$ cat src/rtl/mbc3_rtc_mapper.sv
// MBC3-class cartridge mapper: generic-width ROM/RAM banking plus an optional real-time clock.
// Define MBC3_RTC_EN to build the RTC counters, prescaler and latch handshake; otherwise no RTC logic exists.
module mbc3_rtc_mapper #(
    parameter int ROM_BANK_W = 7,
    parameter int RAM_BANK_W = 2,
    parameter int TICK_DIV   = 32768
) (
    input  logic                    clk_sys,
    input  logic                    reset_n,
    input  logic                    enable,
    input  logic                    ce_cpu,
    input  logic                    ce_32k,
    input  logic [15:0]             cart_addr,
    input  logic                    cart_wr,
    input  logic [7:0]              cart_di,
    input  logic [7:0]              cart_mbc_type,
    input  logic [ROM_BANK_W-1:0]   rom_mask,
    input  logic [RAM_BANK_W-1:0]   ram_mask,
    input  logic [7:0]              cram_di,
    output logic [7:0]              cram_do,
    output logic [RAM_BANK_W+12:0]  cram_addr,
    output logic                    cram_wr,
    output logic [ROM_BANK_W:0]     mbc_bank,
    output logic                    ram_enabled,
    output logic                    has_battery,
    output logic                    has_rtc
);

    logic [ROM_BANK_W-1:0] r_rom_bank;
    logic [3:0]            r_ram_sel;
    logic                  r_ram_en;

    logic w_cpu_wr;
    logic w_wr_ramen;
    logic w_wr_rom;
    logic w_wr_ramsel;
    logic w_wr_latch;
    logic w_cram_region;
    logic w_sel_ram;
    logic [ROM_BANK_W-1:0] w_rom_sel;
    logic w_unused;

    assign w_cpu_wr      = ce_cpu & cart_wr;
    assign w_wr_ramen    = w_cpu_wr & (cart_addr[15:13] == 3'b000);
    assign w_wr_rom      = w_cpu_wr & (cart_addr[15:13] == 3'b001);
    assign w_wr_ramsel   = w_cpu_wr & (cart_addr[15:13] == 3'b010);
    assign w_wr_latch    = w_cpu_wr & (cart_addr[15:13] == 3'b011);
    assign w_cram_region = (cart_addr[15:13] == 3'b101);
    assign w_sel_ram     = (r_ram_sel[3:2] == 2'b00);
    assign w_unused      = &{1'b0, cart_di, ce_32k};

    always_ff @(posedge clk_sys or negedge reset_n) begin
        if (!reset_n) begin
            r_rom_bank <= ROM_BANK_W'(1);
            r_ram_sel  <= 4'h0;
            r_ram_en   <= 1'b0;
        end else if (!enable) begin
            r_rom_bank <= ROM_BANK_W'(1);
            r_ram_sel  <= 4'h0;
            r_ram_en   <= 1'b0;
        end else begin
            if (w_wr_ramen)
                r_ram_en <= (cart_di[3:0] == 4'hA);
            // Bank 0 cannot be mapped into the switchable window; it aliases to bank 1.
            if (w_wr_rom)
                r_rom_bank <= (cart_di[ROM_BANK_W-1:0] == '0) ? ROM_BANK_W'(1)
                                                              : cart_di[ROM_BANK_W-1:0];
            if (w_wr_ramsel)
                r_ram_sel <= cart_di[3:0];
        end
    end

    assign w_rom_sel   = (cart_addr[15:14] == 2'b00) ? '0 : r_rom_bank;
    assign mbc_bank    = {w_rom_sel & rom_mask, cart_addr[13]};
    assign cram_addr   = {r_ram_sel[RAM_BANK_W-1:0] & ram_mask, cart_addr[12:0]};
    assign cram_wr     = w_cpu_wr & r_ram_en & w_cram_region & w_sel_ram;
    assign ram_enabled = r_ram_en;
    assign has_battery = (cart_mbc_type == 8'h0F) || (cart_mbc_type == 8'h10) ||
                         (cart_mbc_type == 8'h13);

`ifdef MBC3_RTC_EN
    localparam int PW = (TICK_DIV > 1) ? $clog2(TICK_DIV) : 1;

    typedef enum logic {
        LATCH_IDLE  = 1'b0,
        LATCH_ARMED = 1'b1
    } latch_state_t;

    latch_state_t r_latch_state;
    latch_state_t w_latch_next;

    logic [PW-1:0] r_presc;
    logic [5:0]    r_sec;
    logic [5:0]    r_min;
    logic [4:0]    r_hour;
    logic [8:0]    r_day;
    logic          r_halt;
    logic          r_carry;

    logic [5:0]    r_lat_sec;
    logic [5:0]    r_lat_min;
    logic [4:0]    r_lat_hour;
    logic [8:0]    r_lat_day;
    logic          r_lat_halt;
    logic          r_lat_carry;

    logic       w_sel_rtc;
    logic       w_rtc_wr;
    logic       w_presc_max;
    logic       w_tick;
    logic       w_latch_fire;
    logic       w_sec_carry;
    logic       w_min_carry;
    logic       w_hour_carry;
    logic       w_day_ovf;
    logic [5:0] w_sec_next;
    logic [5:0] w_min_next;
    logic [4:0] w_hour_next;
    logic [8:0] w_day_next;

    assign w_sel_rtc    = (r_ram_sel >= 4'h8) && (r_ram_sel <= 4'hC);
    assign w_rtc_wr     = w_cpu_wr & r_ram_en & w_cram_region & w_sel_rtc;
    assign w_presc_max  = (r_presc == PW'(TICK_DIV - 1));
    assign w_tick       = ce_32k & ~r_halt & w_presc_max;
    assign w_latch_fire = w_wr_latch && (r_latch_state == LATCH_ARMED) && (cart_di == 8'h01);

    // Out-of-range values (60-63, 24-31) count up to the field maximum and wrap without carrying.
    assign w_sec_carry  = (r_sec == 6'd59);
    assign w_sec_next   = ((r_sec == 6'd59) || (r_sec == 6'd63)) ? 6'd0 : r_sec + 6'd1;
    assign w_min_carry  = w_sec_carry && (r_min == 6'd59);
    assign w_min_next   = !w_sec_carry ? r_min :
                          ((r_min == 6'd59) || (r_min == 6'd63)) ? 6'd0 : r_min + 6'd1;
    assign w_hour_carry = w_min_carry && (r_hour == 5'd23);
    assign w_hour_next  = !w_min_carry ? r_hour :
                          ((r_hour == 5'd23) || (r_hour == 5'd31)) ? 5'd0 : r_hour + 5'd1;
    assign w_day_ovf    = w_hour_carry && (r_day == 9'd511);
    assign w_day_next   = w_hour_carry ? r_day + 9'd1 : r_day;

    always_ff @(posedge clk_sys or negedge reset_n) begin
        if (!reset_n)
            r_presc <= '0;
        else if (!enable)
            r_presc <= '0;
        else if (w_rtc_wr && (r_ram_sel == 4'h8))
            r_presc <= '0;
        else if (ce_32k && !r_halt)
            r_presc <= w_presc_max ? '0 : r_presc + 1'b1;
    end

    // A CPU write to any RTC register takes priority and drops a coincident tick.
    always_ff @(posedge clk_sys or negedge reset_n) begin
        if (!reset_n) begin
            r_sec   <= 6'd0;
            r_min   <= 6'd0;
            r_hour  <= 5'd0;
            r_day   <= 9'd0;
            r_halt  <= 1'b0;
            r_carry <= 1'b0;
        end else if (!enable) begin
            r_sec   <= 6'd0;
            r_min   <= 6'd0;
            r_hour  <= 5'd0;
            r_day   <= 9'd0;
            r_halt  <= 1'b0;
            r_carry <= 1'b0;
        end else if (w_rtc_wr) begin
            case (r_ram_sel)
                4'h8: r_sec      <= cart_di[5:0];
                4'h9: r_min      <= cart_di[5:0];
                4'hA: r_hour     <= cart_di[4:0];
                4'hB: r_day[7:0] <= cart_di;
                4'hC: begin
                    r_day[8] <= cart_di[0];
                    r_halt   <= cart_di[6];
                    r_carry  <= cart_di[7];
                end
                default: ;
            endcase
        end else if (w_tick) begin
            r_sec  <= w_sec_next;
            r_min  <= w_min_next;
            r_hour <= w_hour_next;
            r_day  <= w_day_next;
            if (w_day_ovf)
                r_carry <= 1'b1;
        end
    end

    always_ff @(posedge clk_sys or negedge reset_n) begin
        if (!reset_n) begin
            r_lat_sec   <= 6'd0;
            r_lat_min   <= 6'd0;
            r_lat_hour  <= 5'd0;
            r_lat_day   <= 9'd0;
            r_lat_halt  <= 1'b0;
            r_lat_carry <= 1'b0;
        end else if (!enable) begin
            r_lat_sec   <= 6'd0;
            r_lat_min   <= 6'd0;
            r_lat_hour  <= 5'd0;
            r_lat_day   <= 9'd0;
            r_lat_halt  <= 1'b0;
            r_lat_carry <= 1'b0;
        end else if (w_latch_fire) begin
            r_lat_sec   <= r_sec;
            r_lat_min   <= r_min;
            r_lat_hour  <= r_hour;
            r_lat_day   <= r_day;
            r_lat_halt  <= r_halt;
            r_lat_carry <= r_carry;
        end
    end

    always_ff @(posedge clk_sys or negedge reset_n) begin
        if (!reset_n)
            r_latch_state <= LATCH_IDLE;
        else if (!enable)
            r_latch_state <= LATCH_IDLE;
        else
            r_latch_state <= w_latch_next;
    end

    // Writing 0 arms; any other value disarms, and a 1 while armed also fires the copy.
    always_comb begin
        w_latch_next = r_latch_state;
        if (w_wr_latch)
            w_latch_next = (cart_di == 8'h00) ? LATCH_ARMED : LATCH_IDLE;
    end

    assign has_rtc = (cart_mbc_type == 8'h0F) || (cart_mbc_type == 8'h10);
`else
    assign has_rtc = 1'b0;
`endif

    always_comb begin
        cram_do = 8'hFF;
        if (r_ram_en) begin
            if (w_sel_ram)
                cram_do = cram_di;
`ifdef MBC3_RTC_EN
            else begin
                case (r_ram_sel)
                    4'h8: cram_do = {2'b11, r_lat_sec};
                    4'h9: cram_do = {2'b11, r_lat_min};
                    4'hA: cram_do = {3'b111, r_lat_hour};
                    4'hB: cram_do = r_lat_day[7:0];
                    4'hC: cram_do = {r_lat_carry, r_lat_halt, 5'b11111, r_lat_day[8]};
                    default: cram_do = 8'hFF;
                endcase
            end
`endif
        end
    end

endmodule

$ cat config.mk
export PLATFORM = sky130hd
export DESIGN_NAME = mbc3_rtc_mapper
export DESIGN_NICKNAME = d
export VERILOG_FILES = /design/src/rtl/mbc3_rtc_mapper.sv
export SDC_FILE = /design/constraint.sdc
export NUM_CORES = 1
export LEC_CHECK = 0
export CORE_MARGIN = 5
export CORE_UTILIZATION = 26
export DETAILED_ROUTE_END_ITERATION = 6
export PLACE_DENSITY = 0.75
export SLEW_MARGIN = 25
export SYNTH_ARGS = -nofsm -noshare
export SYNTH_HDL_FRONTEND = slang
export SYNTH_SLANG_ARGS = --single-unit
$ cat constraint.sdc
create_clock -name clk_sys -period 1.3 [get_ports clk_sys]
set_clock_uncertainty 0.2 [all_clocks]
set_input_delay 0.26 -clock clk_sys [delete_from_list [all_inputs] [get_ports clk_sys]]
set_output_delay 0.26 -clock clk_sys [all_outputs]
set_load 0.02 [all_outputs]
==> results of run 1 <==
cells in the mapped netlist (3+ instances only):
| library cell | count |
|---|---|
| and3_1 | 7 |
| and3b_1 | 3 |
| buf_4 | 15 |
| clkbuf_1 | 3 |
| dfrtp_1 | 11 |
| mux2i_1 | 8 |
| nand2_1 | 19 |
| nand2b_1 | 9 |
| nand4_1 | 3 |
| o21ai_1 | 3 |
final cells by class:
class	instances	area, um^2	share of cell area (%)
multi-input combinational	71	581	32.9
tap	46	57.6	3.26
sequential	12	303	17.2
clock buffer	4	36.3	2.06
timing repair buffer	82	786	44.6
state kept, by name, indices dropped and copies added, names as in the netlist:
name / flops
r_rom_bank: 7
ram_enabled: 1
r_ram_sel: 4
power by group through the flow:
stage	sequential, mW	combinational (mW)	clock (mW)
floorplan	0.387	0.132	0
global placement	0.387	0.237	0
detailed placement	0.388	0.244	0
CTS	0.380	0.244	0.301
global route	0.381	0.270	0.321
finish	0.380	0.249	0.297
worst max-delay path, delay by kind of cell (launching register included):
family	cells	cell delay [ps]
flip-flops	1	420
AND/OR/NAND/NOR	2	320
buffers and inverters	2	310
layer usage:
| layer | track usage, % | vias to the layer above | wire length (um) |
|---|---|---|---|
| met4 | 3.89 | 0 | 27 |
| met3 | 2.11 | 6 | 177 |
| met1 | 13.1 | 433 | 1060 |
| met5 | 0 | - | 0 |
| li1 | - | 474 | - |
| met2 | 23.2 | 34 | 1650 |
logic make-up (layout without fill, tap and decap cells):
family	Yosys count	in the layout	synth area share, %
AND/OR/NAND/NOR	55	55	35.7
buffers and inverters	21	86	16.8
flip-flops	12	12	33.5
multiplexers	8	8	8.89
AO/OA/AOI/OAI	7	7	4.72
other	1	1	0.416
stage by stage:
step	power, mW	instance area [um^2]	hold WS (ps)	std cells
after floorplan	0.519	987	-236	104
after global placement	0.625	1600	317	204
after detailed placement	0.631	1600	320	204
after CTS	0.926	1740	86.0	213
after global routing	0.972	1760	85.7	215
final	0.926	1760	83.4	215
timing repair:
| action | 4_1_cts | 5_1_grt |
|---|---|---|
| setup endpoints to repair | 33 | 23 |
| pin swaps | 21 | 8 |
| gates resized for setup | 174 | 20 |
| setup buffers | 5 | 2 |
worst paths after layout:
| check | from | end | slack, ps | depth (start not counted) |
|---|---|---|---|---|
| min in group clk_sys | cart_di[5] | r_rom_bank[0] | 90 | 4 |
| hold reg to reg | r_rom_bank[4] | r_rom_bank[4] | 340 | 2 |
| setup reg to reg | r_rom_bank[0] | r_rom_bank[0] | 230 | 3 |
| setup / recovery | r_ram_sel[3] | cram_do[3] | -490 | 4 |
| hold / removal | reset_n | r_rom_bank[3] | 80 | 2 |
| max in group asynchronous | reset_n | r_rom_bank[0] | 590 | 2 |
==> impl_results.md, run 1 <==
- Status: complete, but fails checks
- Failing checks: setup timing
- Vias: 947
- Site row count: 21
- IO Count: 90
- Unrepaired setup endpoints after global routing: yes
- Worst Path Required: 840 ps
- CP max FO: 8
- CTS Buffer Depth: 2
- Delay of the slowest cell on the worst path: about 420 ps
- Starting Density: between 20% and 30%
- Router iterations before antenna repair: 4
- Top cell type's share of synthesized area: 30.6%
- Minimum clock period: 1790 ps
- CP startpoint kind: flop
- Crit share post-route: 137%
- Final Max Tran Viols: 0
- Hold crit path type: in2async
- Final #Nets: 225
- CTS sink cnt: 12
- Die area: 0.00474 mm^2
- Final worst slack: -486 ps
- Core area: about 0.0033 mm^2
- Detailed placement HPWL: 2.42 mm
- Gr usage total: 12.0%
- Clk pwr share: between 30 and 40%
- Layout filler cell count: 310
- Synthesized cell area: roughly 900 um^2
- # hold bufs at CTS: 0
- Commonest non-fill, non-tap cell in the layout: buf_6
- Cts bufs inserted: 3
- Synth Register Bits: 12
- Vert. Die Dim: slightly below 70 um
- I/O Buffers: 60
- Seq pwr share: between 40% and 50%
- Synthesized Nets: 159
- Fraction of registers with async set/reset: 100%
- Syn avg cell area: 8.66 um^2
- Ant diodes: 0
- Setup TNS: -5560 ps
- Post-route ant nets: 0
- Leak Pwr: 0.824 nW
- GP Congestion: between 0.7 and 0.8
- CTS tree: built
- CTS clock-pin slew for the worst setup and hold paths: around 80 ps
- Routed len/inst: 13.5 um
- P_int: 704 uW
- DRC: 0
- Sequential share of the synthesized area: 33.5%
- Synth warnings: 0
- Distinct cells, synth: 29
- Peak supply drop: approximately 0.27 mV
- Clk Latency, worst-skew pair: between 200 and 300 ps
- Worst path most repeated cell: buf_6
- Maximum clock rate: approximately 560 MHz
- GRT overflow: 0
- Largest cells by area after synthesis: dfrtp_1, buf_4, mux2i_1
- Combinational power share: 26.9%
- Most frequent cells in the layout: buf_6, buf_4, nand2_1
- Routed WL: between 2 and 3 mm
- Worst path arrival time: 1330 ps
- Pre-CTS setup slack: -1070 ps
- Count of final hold-check violations: 0
- Predominant post-synthesis flop cell: dfrtp_1
- EDFF count, synth: 0
- First-pass GRT wire length: 4.33 mm
- Area growth syn-to-layout: 95.7%
- Pwr dens: 525 mW/mm^2
- Crit-path cells: nor3b_4 -> buf_6 -> nand2b_1 -> buf_6
- Setup crit end kind: primary output
- Chip width: 68.9 um
- CTS H-Tree Depth: 1
- 1st-iter DRT viols: 6
- Syn Inst Count: 104
- Largest net degree at the start of global routing: 13
- # setup viols final: 20
- Vias in the first global route: 988
- CTS root buf: clkbuf_4
- Net Sw Frac: about a quarter
- Kind of critical path: reg2out
- Net switching power: about 220 uW
- Via density: approximately 4.4
- Slowest CP cell: dfrtp_1
- Initial antenna violation count: 0
- MaxCap Viol Count: 0
- Layout cells sized above 1: 48.5%
- Core Util, Final: 52.8%
- Post-synth top area cell: dfrtp_1
Note: power is estimated with default switching activity, not from simulation.
==> inputs of run 2 (changes only) <==
CTS_CLUSTER_DIAMETER = 30   (was unset)
SLEW_MARGIN = unset   (was 25)
==> results of run 2 <==
Final layout, timing and power as in run 1 (identical DEF).
